[config.mk]
export PLATFORM = sky130hd
export DESIGN_NAME = stage4_alu_seq
export DESIGN_NICKNAME = d
export VERILOG_FILES = /design/src/rtl/stage4_alu_seq.sv
export SDC_FILE = /design/constraint.sdc
export NUM_CORES = 1
export LEC_CHECK = 0
export ABC_AREA = 1
export CORE_ASPECT_RATIO = 2
export CORE_MARGIN = 3
export CORE_UTILIZATION = 48
export CTS_BUF_LIST = sky130_fd_sc_hd__clkbuf_4 sky130_fd_sc_hd__clkbuf_8 sky130_fd_sc_hd__clkbuf_16
export DETAILED_ROUTE_END_ITERATION = 8
export HOLD_SLACK_MARGIN = 0.12
export PLACE_DENSITY = 0.84
export SYNTH_ARGS = -nofsm -noshare
export SYNTH_HDL_FRONTEND = slang
export SYNTH_SLANG_ARGS = --single-unit
[constraint.sdc]
create_clock -name ram_clk -period 5.3 [get_ports ram_clk]
set_input_delay 0.53 -clock ram_clk [delete_from_list [all_inputs] [get_ports ram_clk]]
set_output_delay 0.53 -clock ram_clk [all_outputs]
set_load 0.005 [all_outputs]
[src/rtl/stage4_alu_seq.sv]
// Byte-serial multi-byte ALU stage: walks two little-endian operand strings in the
// 64x8 register file and writes the result string back. Optional SUB via STAGE4_SUB_EN.
module stage4_alu_seq (
   input  logic        ram_clk,
   input  logic        rst,
   input  logic        stage4_exec,
   output logic        stage4_exec_ready,
   input  logic [4:0]  stage4_oper,
   input  logic [15:0] stage4_source_a_start,
   input  logic [15:0] stage4_source_b_start,
   input  logic [15:0] stage4_target_register_start,
   input  logic [15:0] stage4_length,
   output logic [5:0]  reg_rd_addr_a,
   output logic [5:0]  reg_rd_addr_b,
   input  logic [7:0]  reg_rd_data_a,
   input  logic [7:0]  reg_rd_data_b,
   output logic        reg_wr_en,
   output logic [5:0]  reg_wr_addr,
   output logic [7:0]  reg_wr_data,
   output logic        stage4_carry,
   output logic        stage4_zero,
   output logic        stage4_error
);

   typedef enum logic [1:0] {IDLE, RUN, DONE} state_t;

   localparam logic [4:0] OP_ADD = 5'd1;
   localparam logic [4:0] OP_SUB = 5'd2;
   localparam logic [4:0] OP_AND = 5'd3;
   localparam logic [4:0] OP_OR  = 5'd4;
   localparam logic [4:0] OP_XOR = 5'd5;

   state_t     state;
   logic [4:0] oper_q;
   logic [5:0] a_ptr;
   logic [5:0] b_ptr;
   logic [5:0] t_ptr;
   logic [6:0] remaining;
   logic       carry_q;
   logic       zero_q;
   logic       error_q;
   logic       ready_q;

   logic [7:0] alu_result;
   logic       alu_carry;
   logic [8:0] sum9;
   logic       op_legal;
   logic [6:0] len_clamped;

   // Only the low six bits of the start addresses address the register file
   logic unused_start_bits;
   assign unused_start_bits = ^{stage4_source_a_start[15:6],
                                stage4_source_b_start[15:6],
                                stage4_target_register_start[15:6]};

   assign len_clamped = (stage4_length > 16'd64) ? 7'd64 : stage4_length[6:0];

   always_comb begin
      op_legal = 1'b0;
      case (stage4_oper)
         OP_ADD, OP_AND, OP_OR, OP_XOR: op_legal = 1'b1;
`ifdef STAGE4_SUB_EN
         OP_SUB:                        op_legal = 1'b1;
`endif
         default:                       op_legal = 1'b0;
      endcase
   end

   // The carry/borrow chain is carried in carry_q between bytes; logic ops clear it
   always_comb begin
      alu_result = 8'h00;
      alu_carry  = 1'b0;
      sum9       = 9'h000;
      case (oper_q)
         OP_ADD: begin
            sum9       = {1'b0, reg_rd_data_a} + {1'b0, reg_rd_data_b} + {8'h00, carry_q};
            alu_result = sum9[7:0];
            alu_carry  = sum9[8];
         end
`ifdef STAGE4_SUB_EN
         OP_SUB: begin
            sum9       = {1'b0, reg_rd_data_a} - {1'b0, reg_rd_data_b} - {8'h00, carry_q};
            alu_result = sum9[7:0];
            alu_carry  = sum9[8];
         end
`endif
         OP_AND: alu_result = reg_rd_data_a & reg_rd_data_b;
         OP_OR:  alu_result = reg_rd_data_a | reg_rd_data_b;
         OP_XOR: alu_result = reg_rd_data_a ^ reg_rd_data_b;
         default: ;
      endcase
   end

   always_ff @(posedge ram_clk or negedge rst) begin
      if (!rst) begin
         state     <= IDLE;
         oper_q    <= 5'd0;
         a_ptr     <= 6'd0;
         b_ptr     <= 6'd0;
         t_ptr     <= 6'd0;
         remaining <= 7'd0;
         carry_q   <= 1'b0;
         zero_q    <= 1'b0;
         error_q   <= 1'b0;
         ready_q   <= 1'b0;
      end else begin
         case (state)
            IDLE: begin
               if (stage4_exec) begin
                  oper_q    <= stage4_oper;
                  a_ptr     <= stage4_source_a_start[5:0];
                  b_ptr     <= stage4_source_b_start[5:0];
                  t_ptr     <= stage4_target_register_start[5:0];
                  remaining <= len_clamped;
                  carry_q   <= 1'b0;
                  zero_q    <= 1'b1;
                  error_q   <= 1'b0;
                  if (!op_legal) begin
                     error_q <= 1'b1;
                     ready_q <= 1'b1;
                     state   <= DONE;
                  end else if (len_clamped == 7'd0) begin
                     ready_q <= 1'b1;
                     state   <= DONE;
                  end else begin
                     state   <= RUN;
                  end
               end
            end
            RUN: begin
               a_ptr     <= a_ptr + 6'd1;
               b_ptr     <= b_ptr + 6'd1;
               t_ptr     <= t_ptr + 6'd1;
               remaining <= remaining - 7'd1;
               carry_q   <= alu_carry;
               zero_q    <= zero_q & (alu_result == 8'h00);
               if (remaining == 7'd1) begin
                  ready_q <= 1'b1;
                  state   <= DONE;
               end
            end
            DONE: begin
               if (!stage4_exec) begin
                  ready_q <= 1'b0;
                  state   <= IDLE;
               end
            end
            default: state <= IDLE;
         endcase
      end
   end

   // Writes are combinational so the byte lands on the same edge that retires it,
   // letting the next byte's read observe it when targets overlap forward
   assign reg_wr_en         = (state == RUN);
   assign reg_wr_addr       = t_ptr;
   assign reg_wr_data       = (state == RUN) ? alu_result : 8'h00;
   assign reg_rd_addr_a     = a_ptr;
   assign reg_rd_addr_b     = b_ptr;
   assign stage4_exec_ready = ready_q;
   assign stage4_carry      = carry_q;
   assign stage4_zero       = zero_q;
   assign stage4_error      = error_q;

endmodule
==> After elaboration in Yosys (flattened, before gate mapping) <==
Cells that the tools add are included.
{ "totals": {"elab_cells": 76, "in_bits": 88, "reg_bits": 36} }
{ "classes": {"n_eq_ne": 15, "n_reduce_logical": 10, "muxes": 30, "bitwise_logic": 4, "add_sub_neg": 6, "order_cmp": 1} }
{ "op_table": {"columns": ["cell", "n"], "rows": [
  ["$pmux 6 s2", 3],
  ["$pmux 8 s4", 1],
  ["$eq 5x3->1 const B", 4],
  ["$add 6x1->6 const B", 3],
  ["$mux 6", 3],
  ["$gt 16x7->1 const B", 1],
  ["$mux 7", 2],
  ["$pmux 7 s2", 1],
  ["$eq 5x1->1 const B", 2],
  ["$eq 5x2->1 const B", 2],
  ["$mux 1", 10],
  ["$mux 2", 5],
  ["$add 8x8->9", 1],
  ["$add 9x1->9", 1],
  ["$and 8x8->8", 1],
  ["$logic_not 8->1", 1],
  ["$mux 8", 1],
  ["$or 8x8->8", 1],
  ["$xor 8x8->8", 1],
  ["$eq 7x1->1 const B", 1],
  ["$logic_not 7->1", 1],
  ["$sub 7x1->7 const B", 1],
  ["$pmux 2 s3", 1],
  ["$reduce_and 5->1", 1],
  ["other kinds (14)", 17]
]} }

==> Longest topological paths before layout <==
{ "logic_depth": {"ltp_word": 7, "mapped_depth": 16, "mapped_depth_nobuf": 16} }

==> Least setup slack after synthesis <==
No wires, ideal clock.
{ "synth_timing": {"kind": "input to output", "start": "input reg_rd_data_a[0]", "end": "output reg_wr_data[6]", "cell_stages": 11, "arrival_time_ns": 1.811, "setup_slack_ns": 2.959, "path_cell_list": "fa_1 > inv_1 > fa_1 > inv_1 > nand2_1 > nand2_1 > nand3_1 > nand2_1 > nand2_1 > nand3_1 > a21oi_1"} }
{ "synth_between": {"elab_chain_len": 4} }
{ "synth_lines": {"columns": ["item", "line", "rtl"], "rows": [
  ["start: declaration", "15", "input logic [7:0] reg_rd_data_a,"],
  ["$add 8x8->9", "76", "sum9 = {1'b0, reg_rd_data_a} + {1'b0, reg_rd_data_b} + {8'h00, carry_q};"],
  ["$add 9x1->9", "76", null],
  ["$pmux 8 s4", "74", "case (oper_q)"],
  ["$mux 8", "157", "assign reg_wr_data = (state == RUN) ? alu_result : 8'h00;"],
  ["end: declaration", "19", "output logic [7:0] reg_wr_data,"]
]} }
Every way passes these cells.

==> Worst setup path after layout <==
Ends and elaborated chain as after synthesis.

==> impl_metrics.tcl <==
set metrics [dict create \
    worstPathArrival_ps 3100 \
    clockRootBuffer "clkbuf_16" \
    r2r_cells 6 \
    post_cts_buffers 0 \
    rr_startpoint "state[1]" \
    post-place-ws_ps 1720 \
    yosys_warnings 0 \
    syn_inst 434 \
    tns_ps 0 \
    period_share_pct 68.5 \
    end_kind "output port" \
    clock_skew_ps 7.59 \
    io_buffers 88 \
    antenna_found_initial 0 \
    p_total_w 0.00195 \
    drt_drc_violations_left 0 \
    syn_area_per_cell_sq_um 6.91 \
    antenna_cells 0 \
    slew_headroom_pct 30.0 \
    track_usage_pct 24.8 \
    ys_top_cells_by_area "dfrtp_1, nand2_1, ha_1" \
    worstHoldPathCells 2 \
    ant_nets 0 \
    dieArea_sq_um 7290 \
    min_to "stage4_exec_ready" \
    dp_hpwl_mm 6.66 \
    synth_top_area_share_pct 30.1 \
    drive_gt1_share_pct 5.18 \
    die_w_um 61.9 \
    drv_slew 0 \
    powerDensity_nw_per_um2 476 \
    cp-startpoint "reg_rd_data_a[0]" \
    grt_max_degree 37 \
    status "complete, no violations" \
    hold_viol 0 \
    fmax_mhz 276 \
    drt-total-wl_mm 8.55 \
    finalWorstSetupSlack_ps 1670 \
    die_height_um 118 \
    fin_nets 634 \
    cts_resized 0 \
    htreeDepth 2 \
    place.gp.congestion 0.975 \
    clk_pin_slew_worst_paths_ps 60 \
    grt_overflow 0 \
    area_growth_pct 37.1 \
    yosysMostFrequentCell "nand2_1" \
    fin_crit_ps 3630 \
    leakage_nw 1.92 \
    first_iter_violations 170 \
    cts_tree "yes" \
    ys_seq_area_share_pct 30.1 \
    ys_ff_latch 36 \
    io_pins 119 \
    grt_pass1_wl_mm 14.2 \
    numCtsBuffers 5 \
    critPathMaxFanout 3 \
    cp-start-kind "primary input" \
    core_area_sq_um 6060 \
    rsz0062_at_grt "false" \
    postSynthNetCount 548 \
    reg2reg_slack_ps 2510 \
    regToRegEndpoint "reg_wr_addr[5]" \
    min_path_type "reg -> reg" \
    vias 3223 \
    tightest_slew_ps 1050 \
    wl_per_cell_um 14.1 \
    cts.path.max_buffers 2 \
    std_cell_rows 40 \
    synthesis.area_sq_um 3000 \
    synth.largest_area_cell "dfrtp_1" \
    initial_core_util_pct 49.5 \
    postCtsHoldBufs 0 \
    async_reset_ff_share_pct 100 \
    vdd_drop_max_v 0.000366 \
    cap_viol_max_count 0 \
    worstSkewPairLatency_ps 280 \
    synthTopCellsByCount "nand2_1, inv_1, nor2_1" \
    synth_top_flop_cell "dfrtp_1" \
    required_ps 4770 \
    grt_pass1_vias 3290 \
    hp-start "stage4_exec_ready" \
    clkSinkCount 36 \
    first_pass_iters 7 \
    synth_edf_count 0 \
    ys_types 37 \
    critPathKind "in -> out" \
    setup_viol 0 \
    vias_per_cell 5.33 \
]
==> placed cells by master (no fill, tap or decap), types with 2 or more instances in the layout <==
cell type        instances
clkdlybuf4s50_1         88
nor3_1                   5
nand4_1                 11
dfrtp_1                 36
nand3b_1                 2
nor3_2                   3
nand3_1                 34
clkbuf_16                5
o21ai_1                  7
xnor2_1                  4
ha_1                    24
inv_1                   57
fa_1                     2
a21oi_1                 21
nor2_1                  48
o211ai_1                 8
a31oi_1                  9
xor2_1                   4
inv_2                    5
nand2_1                104
nand2_2                  2
o21ai_0                 22
nor2_4                   3
==> worst max-delay path by stage <==
stage / end / depth (start not counted)
after floorplan: reg_wr_data[6] / 11
after global placement: reg_wr_data[6] / 13
after detailed placement: reg_wr_data[6] / 12
after CTS: reg_wr_data[6] / 12
after global routing: reg_wr_data[6] / 13
final: reg_wr_data[6] / 12
==> worst max-delay path: stages <==
cell	delay [ps]
clkdlybuf4s50_1	540
fa_1	280
inv_1	70
fa_1	400
inv_1	70
nand2_1	40
nand2_1	140
nand3_1	130
nand3_1	100
nand3_1	100
a21oi_1	150
clkdlybuf4s50_1	540
==> area by class of cell <==
type,count,area [sq um]
fillers,563,1950
multi-input cells,326,1810
flip-flops and latches,36,901
repair buffers,89,888
inverters,62,233
clock buffers,5,125
well taps,84,105
clock inverters,3,42.5
==> where the power goes <==
part	leakage [nW]	total [W]	internal (W)	switching, W
registers	0.438	0.000567	0.000410	0.000157
clock network	0.0798	0.000337	0.000221	0.000116
logic	1.40	0.00105	0.000464	0.000587
==> metal layers <==
metal	track usage (%)	part of all wire [%]	up-vias
li1	-	-	1593
met1	26.0	36	1506
met2	46.7	59	112
met3	3.29	4.0	12
met4	8.23	1.3	0
met5	0	0	-
==> stage by stage <==
| step | hold WS (ps) | utilization, % | instance area, sq um | std cells |
|---|---|---|---|---|
| final | 505 | 67.9 | 4110 | 605 |
| after CTS | 488 | 67.9 | 4110 | 605 |
| after detailed placement | 469 | 65.1 | 3940 | 597 |
| after floorplan | 234 | - | 3000 | 434 |
| after global routing | 513 | 67.9 | 4110 | 605 |
| after global placement | 456 | 65.1 | 3940 | 597 |
==> flip-flops by register name, summed over array words and instances (netlist names) <==
name and cells:
oper_q 5, reg_rd_addr_a 6, reg_rd_addr_b 6, reg_wr_addr 6, remaining 7, stage4_carry 1
stage4_error 1, stage4_exec_ready 1, stage4_zero 1, state 2
==> logic make-up after synthesis <==
logic type	after synthesis	share of synthesized area, %
simple gates	220	33.1
flops	36	30.0
xor+xnor	8	2.34
fa+ha+maj	26	11.4
compound gates	72	13.7
buf+inv	72	9.43
No activity file was read; power rests on OpenSTA's default activity.
